### src/rtl/alu_pkg.sv
// Shared constants for the sequential Hack ALU:
// ctrl bit positions, Hack opcodes, FSM encoding.
package alu_pkg;

  localparam int ZX = 5;
  localparam int NX = 4;
  localparam int ZY = 3;
  localparam int NY = 2;
  localparam int F  = 1;
  localparam int NO = 0;

  localparam logic [5:0] OP_ZERO = 6'b101010;
  localparam logic [5:0] OP_ONE  = 6'b111111;
  localparam logic [5:0] OP_NEG1 = 6'b111010;
  localparam logic [5:0] OP_X    = 6'b001100;
  localparam logic [5:0] OP_Y    = 6'b110000;
  localparam logic [5:0] OP_NOTX = 6'b001101;
  localparam logic [5:0] OP_NOTY = 6'b110001;
  localparam logic [5:0] OP_NEGX = 6'b001111;
  localparam logic [5:0] OP_NEGY = 6'b110011;
  localparam logic [5:0] OP_XP1  = 6'b011111;
  localparam logic [5:0] OP_YP1  = 6'b110111;
  localparam logic [5:0] OP_XM1  = 6'b001110;
  localparam logic [5:0] OP_YM1  = 6'b110010;
  localparam logic [5:0] OP_ADD  = 6'b000010;
  localparam logic [5:0] OP_XMY  = 6'b010011;
  localparam logic [5:0] OP_YMX  = 6'b000111;
  localparam logic [5:0] OP_AND  = 6'b000000;
  localparam logic [5:0] OP_OR   = 6'b010101;

  localparam logic [0:0] ST_IDLE = 1'b0;
  localparam logic [0:0] ST_MUL  = 1'b1;

endpackage

### src/rtl/alu_core.sv
// Combinational Hack ALU datapath, WIDTH bits wide.
// Produces only the result word; flags live in the registered wrapper.
module alu_core
  import alu_pkg::*;
#(
  parameter int WIDTH = 16
) (
  input  logic [WIDTH-1:0] x,
  input  logic [WIDTH-1:0] y,
  input  logic [5:0]       ctrl,
  output logic [WIDTH-1:0] out
);

  logic [WIDTH-1:0] xa, xb, ya, yb, r;

  always_comb begin
    xa  = ctrl[ZX] ? '0 : x;
    xb  = ctrl[NX] ? ~xa : xa;
    ya  = ctrl[ZY] ? '0 : y;
    yb  = ctrl[NY] ? ~ya : ya;
    r   = ctrl[F] ? (xb + yb) : (xb & yb);
    out = ctrl[NO] ? ~r : r;
  end

endmodule

### src/rtl/hack_alu_seq.sv
// Registered Hack ALU with valid/ready handshakes and an
// iterative shift-add multiply that takes WIDTH cycles.
module hack_alu_seq
  import alu_pkg::*;
#(
  parameter int WIDTH = 16
) (
  input  logic             clk,
  input  logic             rst_n,
  input  logic             in_valid,
  output logic             in_ready,
  input  logic [WIDTH-1:0] x,
  input  logic [WIDTH-1:0] y,
  input  logic [5:0]       ctrl,
  input  logic             mul,
  output logic             out_valid,
  input  logic             out_ready,
  output logic [WIDTH-1:0] out,
  output logic             zr,
  output logic             ng,
  output logic             busy
);

  localparam int CW = $clog2(WIDTH);

  logic [0:0]       state;
  logic [CW-1:0]    cnt;
  logic [WIDTH-1:0] mcand;
  logic [WIDTH-1:0] mplier;
  logic [WIDTH-1:0] acc;
  logic [WIDTH-1:0] acc_next;
  logic [WIDTH-1:0] core_out;
  logic             accept;

  alu_core #(.WIDTH(WIDTH)) u_core (
    .x    (x),
    .y    (y),
    .ctrl (ctrl),
    .out  (core_out)
  );

  assign in_ready = (state == ST_IDLE) & (~out_valid | out_ready);
  assign accept   = in_valid & in_ready;
  assign acc_next = mplier[0] ? (acc + mcand) : acc;

  always_ff @(posedge clk or negedge rst_n) begin
    if (!rst_n) begin
      state     <= ST_IDLE;
      cnt       <= '0;
      mcand     <= '0;
      mplier    <= '0;
      acc       <= '0;
      out       <= '0;
      zr        <= 1'b0;
      ng        <= 1'b0;
      out_valid <= 1'b0;
      busy      <= 1'b0;
    end else if (state == ST_MUL) begin
      acc    <= acc_next;
      mcand  <= mcand << 1;
      mplier <= mplier >> 1;
      cnt    <= cnt + 1'b1;
      if (cnt == CW'(WIDTH - 1)) begin
        out       <= acc_next;
        zr        <= (acc_next == '0);
        ng        <= acc_next[WIDTH-1];
        out_valid <= 1'b1;
        busy      <= 1'b0;
        state     <= ST_IDLE;
      end
    end else if (accept && mul) begin
      // accept implies any pending result is consumed this edge
      mcand     <= x;
      mplier    <= y;
      acc       <= '0;
      cnt       <= '0;
      out_valid <= 1'b0;
      busy      <= 1'b1;
      state     <= ST_MUL;
    end else if (accept) begin
      out       <= core_out;
      zr        <= (core_out == '0);
      ng        <= core_out[WIDTH-1];
      out_valid <= 1'b1;
    end else if (out_valid && out_ready) begin
      out_valid <= 1'b0;
    end
  end

endmodule

### config.mk
export PLATFORM = sky130hd
export DESIGN_NAME = hack_alu_seq
export DESIGN_NICKNAME = d
export VERILOG_FILES = /design/src/rtl/alu_pkg.sv /design/src/rtl/alu_core.sv /design/src/rtl/hack_alu_seq.sv
export SDC_FILE = /design/constraint.sdc
export NUM_CORES = 1
export LEC_CHECK = 0
export ABC_AREA = 0
export CELL_PAD_IN_SITES_DETAIL_PLACEMENT = 1
export CELL_PAD_IN_SITES_GLOBAL_PLACEMENT = 1
export CORE_ASPECT_RATIO = 0.75
export CORE_MARGIN = 3
export CORE_UTILIZATION = 47
export DETAILED_ROUTE_END_ITERATION = 10
export PLACE_DENSITY = 0.95
export SYNTH_ARGS = -nofsm -noshare
export SYNTH_HDL_FRONTEND = slang
export SYNTH_SLANG_ARGS = --single-unit
### constraint.sdc
create_clock -name clk -period 5 [get_ports clk]
set_input_delay 0.75 -clock clk [delete_from_list [all_inputs] [get_ports clk]]
set_output_delay 0.75 -clock clk [all_outputs]
set_load 0.02 [all_outputs]
## After elaboration in Yosys (flattened, before gate mapping)

Cells that the tools add are included.

- Input port bits: 43
- Register bits after elaboration: 73
- Output and inout port bits: 21

- Bitwise operators: 9
- Equal/unequal tests: 3
- $add $sub $neg: 3
- Reduce and logical (&&, ||, !) cells: 10
- Mux-type cells: 38

Operators with widths:

| cell | count |
|---|---|
| 16-bit 2-to-1 mux | 17 |
| 16-bit NOT | 3 |
| 16-bit adder | 2 |
| 16-bit zero test | 2 |
| 1-bit 2-to-1 mux | 19 |
| 16-bit bitwise AND | 1 |
| 4-bit 2-to-1 mux | 2 |
| 4-bit by 1-bit adder with 4-bit output (second input constant) | 1 |
| 4-bit == test (second input constant) | 1 |
| 2-bit AND reduction | 2 |
| 2-bit nonzero test | 2 |
| 4-bit nonzero test | 1 |
| 3-bit AND reduction | 1 |
| 1-bit bitwise AND | 2 |
| 1-bit logical AND | 2 |
| 2-bit by 1-bit != test with 1-bit output (second input constant) | 1 |
| 2-bit != test (second input constant) | 1 |
| 1-bit NOT | 2 |
| 1-bit OR | 1 |

## Logic depth before layout (Yosys ltp)

- Depth after elaboration: 11
- Mapped depth: 13
- Gate-level depth less buffers: 13

## Modules after synthesis

From an unflattened synthesis, not the netlist that was laid out.

- Cell total of the unflattened synthesis: 720
- Area total of the unflattened synthesis: 6009.5 µm²

Modules (own cells, without submodules):

| module | cells an instance | instances | area each (µm²) |
|---|---|---|---|
| hack_alu_seq | 481 | 1 | 4259.1 |
| alu_core | 239 | 1 | 1750.4 |

## Worst setup path after synthesis

Ideal clock, no wire load.

- Path kind: input port to flip-flop
- Start point: in ctrl[4]
- End point: reg zr
- Required time: 4.924 ns
- Arrival: 4.253 ns
- Stages on the path: 13
- Slack: 0.671 ns
- Library setup time: 0.076 ns
- Path through: clkbuf_1 > buf_1 > xnor2_1 > fa_1 > a211oi_2 > o21ai_2 > and4_4 > o31a_1 > or3_1 > a31oi_1 > xnor2_1 > or4_1 > o21ai_1

- Cells in the longest elaborated chain, start to end: 9
- Elaborated cells between the ends (all ways): 10
- Classes of those cells: add/sub: 1; mux: 6; bitwise: 2; reduce/logical: 1

Ends and longest elaborated chain:

| item | RTL line | source |
|---|---|---|
| start, declared | hack_alu_seq.sv:14 | `input logic [5:0] ctrl,` |
| 16-bit 2-to-1 mux * | alu_core.sv:18 | `xb = ctrl[NX] ? ~xa : xa;` |
| 16-bit adder or 16-bit bitwise AND (tied branches) | alu_core.sv:21 | `r = ctrl[F] ? (xb + yb) : (xb & yb);` |
| 16-bit 2-to-1 mux * | alu_core.sv:21 |  |
| 16-bit NOT | alu_core.sv:22 | `out = ctrl[NO] ? ~r : r;` |
| 16-bit 2-to-1 mux * | alu_core.sv:22 |  |
| 16-bit zero test * | hack_alu_seq.sv:82 | `zr <= (core_out == '0);` |
| 1-bit 2-to-1 mux * | hack_alu_seq.sv:80 | `end else if (accept) begin` |
| 1-bit 2-to-1 mux * | hack_alu_seq.sv:71 | `end else if (accept && mul) begin` |
| 1-bit 2-to-1 mux * | hack_alu_seq.sv:58 | `end else if (state == ST_MUL) begin` |
| end signal, assigned | hack_alu_seq.sv:65 | `zr <= (acc_next == '0);` |
| end signal, assigned | hack_alu_seq.sv:82 |  |
| end, declared | hack_alu_seq.sv:19 | `output logic zr,` |

Mark *: on every way between the ends. The rest lies on a longest branch, timed or not. The select of a mux whose other input is x is not followed.
A chain may end at the register's enable or synchronous reset.

## Final worst setup path

- Start point: in ctrl[3]
- End point: reg zr

- Cells in the longest elaborated chain, start to end: 11
- Elaborated cells between the ends (all ways): 12
- Classes of those cells: add/sub: 1; mux: 7; bitwise: 3; reduce/logical: 1

Ends and longest elaborated chain:

| item | RTL line | source |
|---|---|---|
| 16-bit 2-to-1 mux * | alu_core.sv:19 | `ya = ctrl[ZY] ? '0 : y;` |
| 16-bit NOT | alu_core.sv:20 | `yb = ctrl[NY] ? ~ya : ya;` |
| 16-bit 2-to-1 mux * | alu_core.sv:20 |  |
| 16-bit adder or 16-bit bitwise AND (tied branches) | alu_core.sv:21 |  |
| 16-bit 2-to-1 mux * | alu_core.sv:21 |  |
| 16-bit NOT | alu_core.sv:22 |  |
| 16-bit 2-to-1 mux * | alu_core.sv:22 |  |
| 16-bit zero test * | hack_alu_seq.sv:82 |  |
| 1-bit 2-to-1 mux * | hack_alu_seq.sv:80 |  |
| 1-bit 2-to-1 mux * | hack_alu_seq.sv:71 |  |
| 1-bit 2-to-1 mux * | hack_alu_seq.sv:58 |  |

Marks and branches as above.

==> summary.log <==
qor: worst_hold_path.hold_path_class register to register
qor: pwr.p_switching 2.345 mW
qor: timing.achievable-frequency 0.2178 GHz
qor: global_route.global_route_overflow 0
qor: worst_hold_path.worst_hold_path.endpoint mplier[2]
qor: timing.postLayoutSetupSlackWorst 0.4090 ns
qor: drt.drt_first_pass_iters 5
qor: floorplan.fp.dieW 133.1 µm
qor: timing.timing.final.setup_violations 0
qor: synthesis.synth.mux.area_fraction 2.946%
qor: drt.initial_drc_count 473
qor: drt.drc 0
qor: drt.num_vias 5630
qor: finish.insertedDiodeCount 0
qor: synthesis.syn_inst 684
qor: setup_path.worst-path-max-fanout 16
qor: floorplan.floorplan.core_area 11700 µm²
qor: synthesis.synthesis.area_per_instance 8.321 µm²
qor: cts.cts_buffer_depth 2
qor: setup_path.reg2reg_depth 11
qor: setup_path.critical_path.reg2reg.endpoint zr
qor: pwr.vdd_drop_max 303.9 µV
qor: setup_path.startpoint_class_of_the_critical_path input pin
qor: timing.timing.final.hold_violations 0
qor: timing.number_of_pins_exceeding_their_max_slew_limit_in_the_final_report 0
qor: cts.tritoncts done
qor: floorplan.dieHeight 101.3 µm
qor: global_route.grt_antenna_before_repair 0
qor: placement.portBuffers 63
qor: cts.h-tree-depth 3
qor: finish.n_fill_cell 1371
qor: pwr.switching_part_of_the_total_power 50.12%
qor: synthesis.synth_simple_gate_area_share 23.83%
qor: cts.clock-sinks 72
qor: global_route.number_of_global_route_vias_before_repair 5988
qor: run.timing.max_cap.violations 0
qor: timing.timing_worst_slew_pin_value 1.272 ns
qor: cts.clock_latency_reported_for_the_late_side_of_the_worst_skew_pair 0.34 ns
qor: synthesis.netlist-cell-type-count 66
qor: synthesis.synth-seq-cells 72
qor: synthesis.yosysWarnings 0
qor: global_route.groute.usage.overall 31.36%
qor: synthesis.syn_area 5692 µm²
qor: setup_path.worst-endpoint-required 5.27 ns
qor: status.run_status finished clean
qor: pwr.cellPowerDensity 700.0 nW/µm²
qor: placement.hpwl 14.67 mm
qor: setup_path.crit_arrival 4.86 ns
qor: synthesis.seq_area_frac_synth 31.66%
qor: finish.num-nets-final 802
qor: setup_path.critical_path.endpoint_type register
qor: pwr.leakage 2.766 nW
qor: drt.finalWirelength 20.74 mm
qor: synthesis.synth_ff_type sky130_fd_sc_hd__dfrtp_1
qor: floorplan.floorplan.rows 34
qor: setup_path.ff2ff_setup_slack 1.35 ns
qor: global_route.grt_pass1_wl 33.19 mm
qor: floorplan.die_area 13480 µm²
qor: setup_path.criticalPathCategory input pin to register
qor: finish.area_growth 17.41%
qor: finish.post_route_cells_drive_above_1_share 5.213%
qor: cts.post-cts-setup-buffer-count 0
qor: synthesis.synth_edf_count 0
qor: cts.hold_buffers 0
qor: worst_hold_path.whs_path_depth 2
qor: pwr.power.clock.fraction 13.2%
qor: cts.buffer_cell_driving_the_clock_tree_root sky130_fd_sc_hd__clkbuf_16
qor: synthesis.synth_compound_gate_area_share 21.13%
qor: drt.viasPerCell 6.319
qor: floorplan.initial_core_util 48.65%
qor: timing.timing.final.crit_period 4.591 ns
qor: synthesis.post_synth_xor_area_fraction 8.925%
qor: placement.post_placement_setup_slack 0.2141 ns
qor: cts.clock_slew_at_reported_path_ffs 0.07 ns
qor: floorplan.io_pins 64
qor: placement.finalWeightedCongestion 0.8898
qor: synthesis.synth_adder_area_share 7.738%
qor: pwr.p_comb_share 62.1%
qor: timing.ratio_of_final_minimum_period_to_clock_period 91.82%
qor: worst_hold_path.hold_start mplier[2]
qor: cts.cts_made_buffers 9
qor: synthesis.synth_top_family_by_area simple AND/OR/NAND/NOR gates
qor: drt.postRouteAntennaNets 0
qor: drt.wl_per_cell 23.28 µm
qor: finish.seqCellArea 1802 µm²
qor: synthesis.async_flop_share 100.0%
qor: finish.multi_input_area 3675 µm²
qor: timing.rsz0062_at_grt false
qor: setup_path.launching_point_of_the_worst_reg2reg_path mcand[0]
qor: pwr.seq_power_share 24.7%
qor: pwr.p_int 2.333 mW
qor: timing.sum_of_negative_setup_slack 0 ns
qor: timing.clock-skew-final 0.007951 ns
qor: timing.worst_slew_margin_rel 14.91%
qor: global_route.largest_net_degree_at_the_start_of_global_routing 73
qor: synthesis.postSynthNetCount 761
qor: cts.cts_resized 0
[layout make-up]
cell class / count / share of cell area [%]
flip-flops and latches: 72 / 26.96
clock buffers: 9 / 3.370
clock inverters: 6 / 0.6740
multi-input cells: 558 / 54.99
well taps: 162 / 3.033
repair buffers: 70 / 10.19
inverters: 14 / 0.7864
[placed cells by master (no fill, tap or decap), types with 10 or more instances in the layout]
master                            synthesis  layout
sky130_fd_sc_hd__ha_1                    32      32
sky130_fd_sc_hd__dfrtp_1                 72      72
sky130_fd_sc_hd__nor2b_1                 11      11
sky130_fd_sc_hd__inv_1                   13      13
sky130_fd_sc_hd__nand2b_1                35      35
sky130_fd_sc_hd__xnor2_1                 44      44
sky130_fd_sc_hd__mux2i_1                 10      10
sky130_fd_sc_hd__xor2_1                  14      14
sky130_fd_sc_hd__o22ai_1                 30      30
sky130_fd_sc_hd__nand3_1                 13      13
sky130_fd_sc_hd__nor2_1                  91      91
sky130_fd_sc_hd__a21oi_1                 21      21
sky130_fd_sc_hd__a21o_1                  12      12
sky130_fd_sc_hd__nor3_1                  10      10
sky130_fd_sc_hd__o211ai_1                13      13
sky130_fd_sc_hd__o21ai_0                 24      24
sky130_fd_sc_hd__clkdlybuf4s50_1          0      62
sky130_fd_sc_hd__o21a_1                  15      15
sky130_fd_sc_hd__nand2_1                 68      68
[flip-flops by register name, summed over array words and instances (netlist names), 4 cells and up]
name    cells
out        16
cnt         4
mcand      16
mplier     16
acc        16
[stage by stage]
step / instances / hold WS, ns / total power, mW / instance area (µm²) / utilization (%)
3_3_place_gp: 876 / 0.4738 / 3.690 / 6412 / 54.81
5_1_grt: 891 / 0.5230 / 4.980 / 6683 / 57.12
3_5_place_dp: 876 / 0.4830 / 3.893 / 6412 / 54.81
2_1_floorplan: 684 / 0.4504 / 2.988 / 5692 / -
4_1_cts: 891 / 0.5065 / 4.610 / 6683 / 57.12
6_report: 891 / 0.5029 / 4.678 / 6683 / 57.12
[metal layers]
| layer | routed length [µm] | vias to the layer above | GRT usage (%) |
|---|---|---|---|
| li1 | - | 2531 | - |
| met1 | 8818 | 2811 | 40.69 |
| met2 | 9989 | 233 | 53.94 |
| met3 | 1385 | 55 | 6.107 |
| met4 | 545 | 0 | 9.026 |
| met5 | 0 | - | 0 |
[worst max-delay path, stage by stage]
cell	delay, ns
sky130_fd_sc_hd__clkdlybuf4s50_1	0.61
sky130_fd_sc_hd__nand2b_1	0.27
sky130_fd_sc_hd__xnor2_1	0.14
sky130_fd_sc_hd__ha_1	0.24
sky130_fd_sc_hd__fa_1	0.47
sky130_fd_sc_hd__a211oi_2	0.35
sky130_fd_sc_hd__o21ai_2	0.14
sky130_fd_sc_hd__and4_4	0.21
sky130_fd_sc_hd__o31a_1	0.28
sky130_fd_sc_hd__or3_1	0.32
sky130_fd_sc_hd__a31oi_1	0.24
sky130_fd_sc_hd__xnor2_1	0.13
sky130_fd_sc_hd__or4_1	0.56
sky130_fd_sc_hd__o21ai_1	0.13
[synthesized netlist by cell type, types with 14 or more instances]
cell	count	area [µm²]
sky130_fd_sc_hd__xor2_1	14	122.6
sky130_fd_sc_hd__nand2_1	68	255.2
sky130_fd_sc_hd__dfrtp_1	72	1802
sky130_fd_sc_hd__o22ai_1	30	187.7
sky130_fd_sc_hd__o21a_1	15	112.6
sky130_fd_sc_hd__nor2_1	91	341.6
sky130_fd_sc_hd__nand2b_1	35	219.0
sky130_fd_sc_hd__xnor2_1	44	385.4
sky130_fd_sc_hd__clkbuf_1	25	93.84
sky130_fd_sc_hd__o21ai_0	24	120.1
sky130_fd_sc_hd__ha_1	32	400.4
sky130_fd_sc_hd__a21oi_1	21	105.1
[worst max path at each step]
| stage | slack [ns] | from | endpoint | cells after the start |
|---|---|---|---|---|
| after CTS | 0.47 | ctrl[3] | zr | 14 |
| after global routing | 0.26 | ctrl[3] | zr | 14 |
| after floorplan | 0.67 | ctrl[4] | zr | 13 |
| final | 0.41 | ctrl[3] | zr | 14 |
| after global placement | 0.42 | ctrl[3] | zr | 14 |
| after detailed placement | 0.21 | ctrl[3] | zr | 14 |
[kinds of logic (layout without fill, tap and decap cells)]
family | count (synthesis) | count (layout)
buf+inv | 54 | 99
fa+ha+maj | 34 | 34
simple gates | 275 | 275
xor+xnor | 58 | 58
flops | 72 | 72
mux | 16 | 16
compound gates | 175 | 175
[power groups by stage]
stage | combinational [mW] | clock, mW | sequential [mW]
floorplan | 1.88 | 0 | 1.11
global placement | 2.57 | 0 | 1.12
detailed placement | 2.75 | 0 | 1.15
CTS | 2.84 | 0.620 | 1.15
global route | 3.15 | 0.642 | 1.19
finish | 2.90 | 0.617 | 1.16
Note: power is estimated with default switching activity, not from simulation.
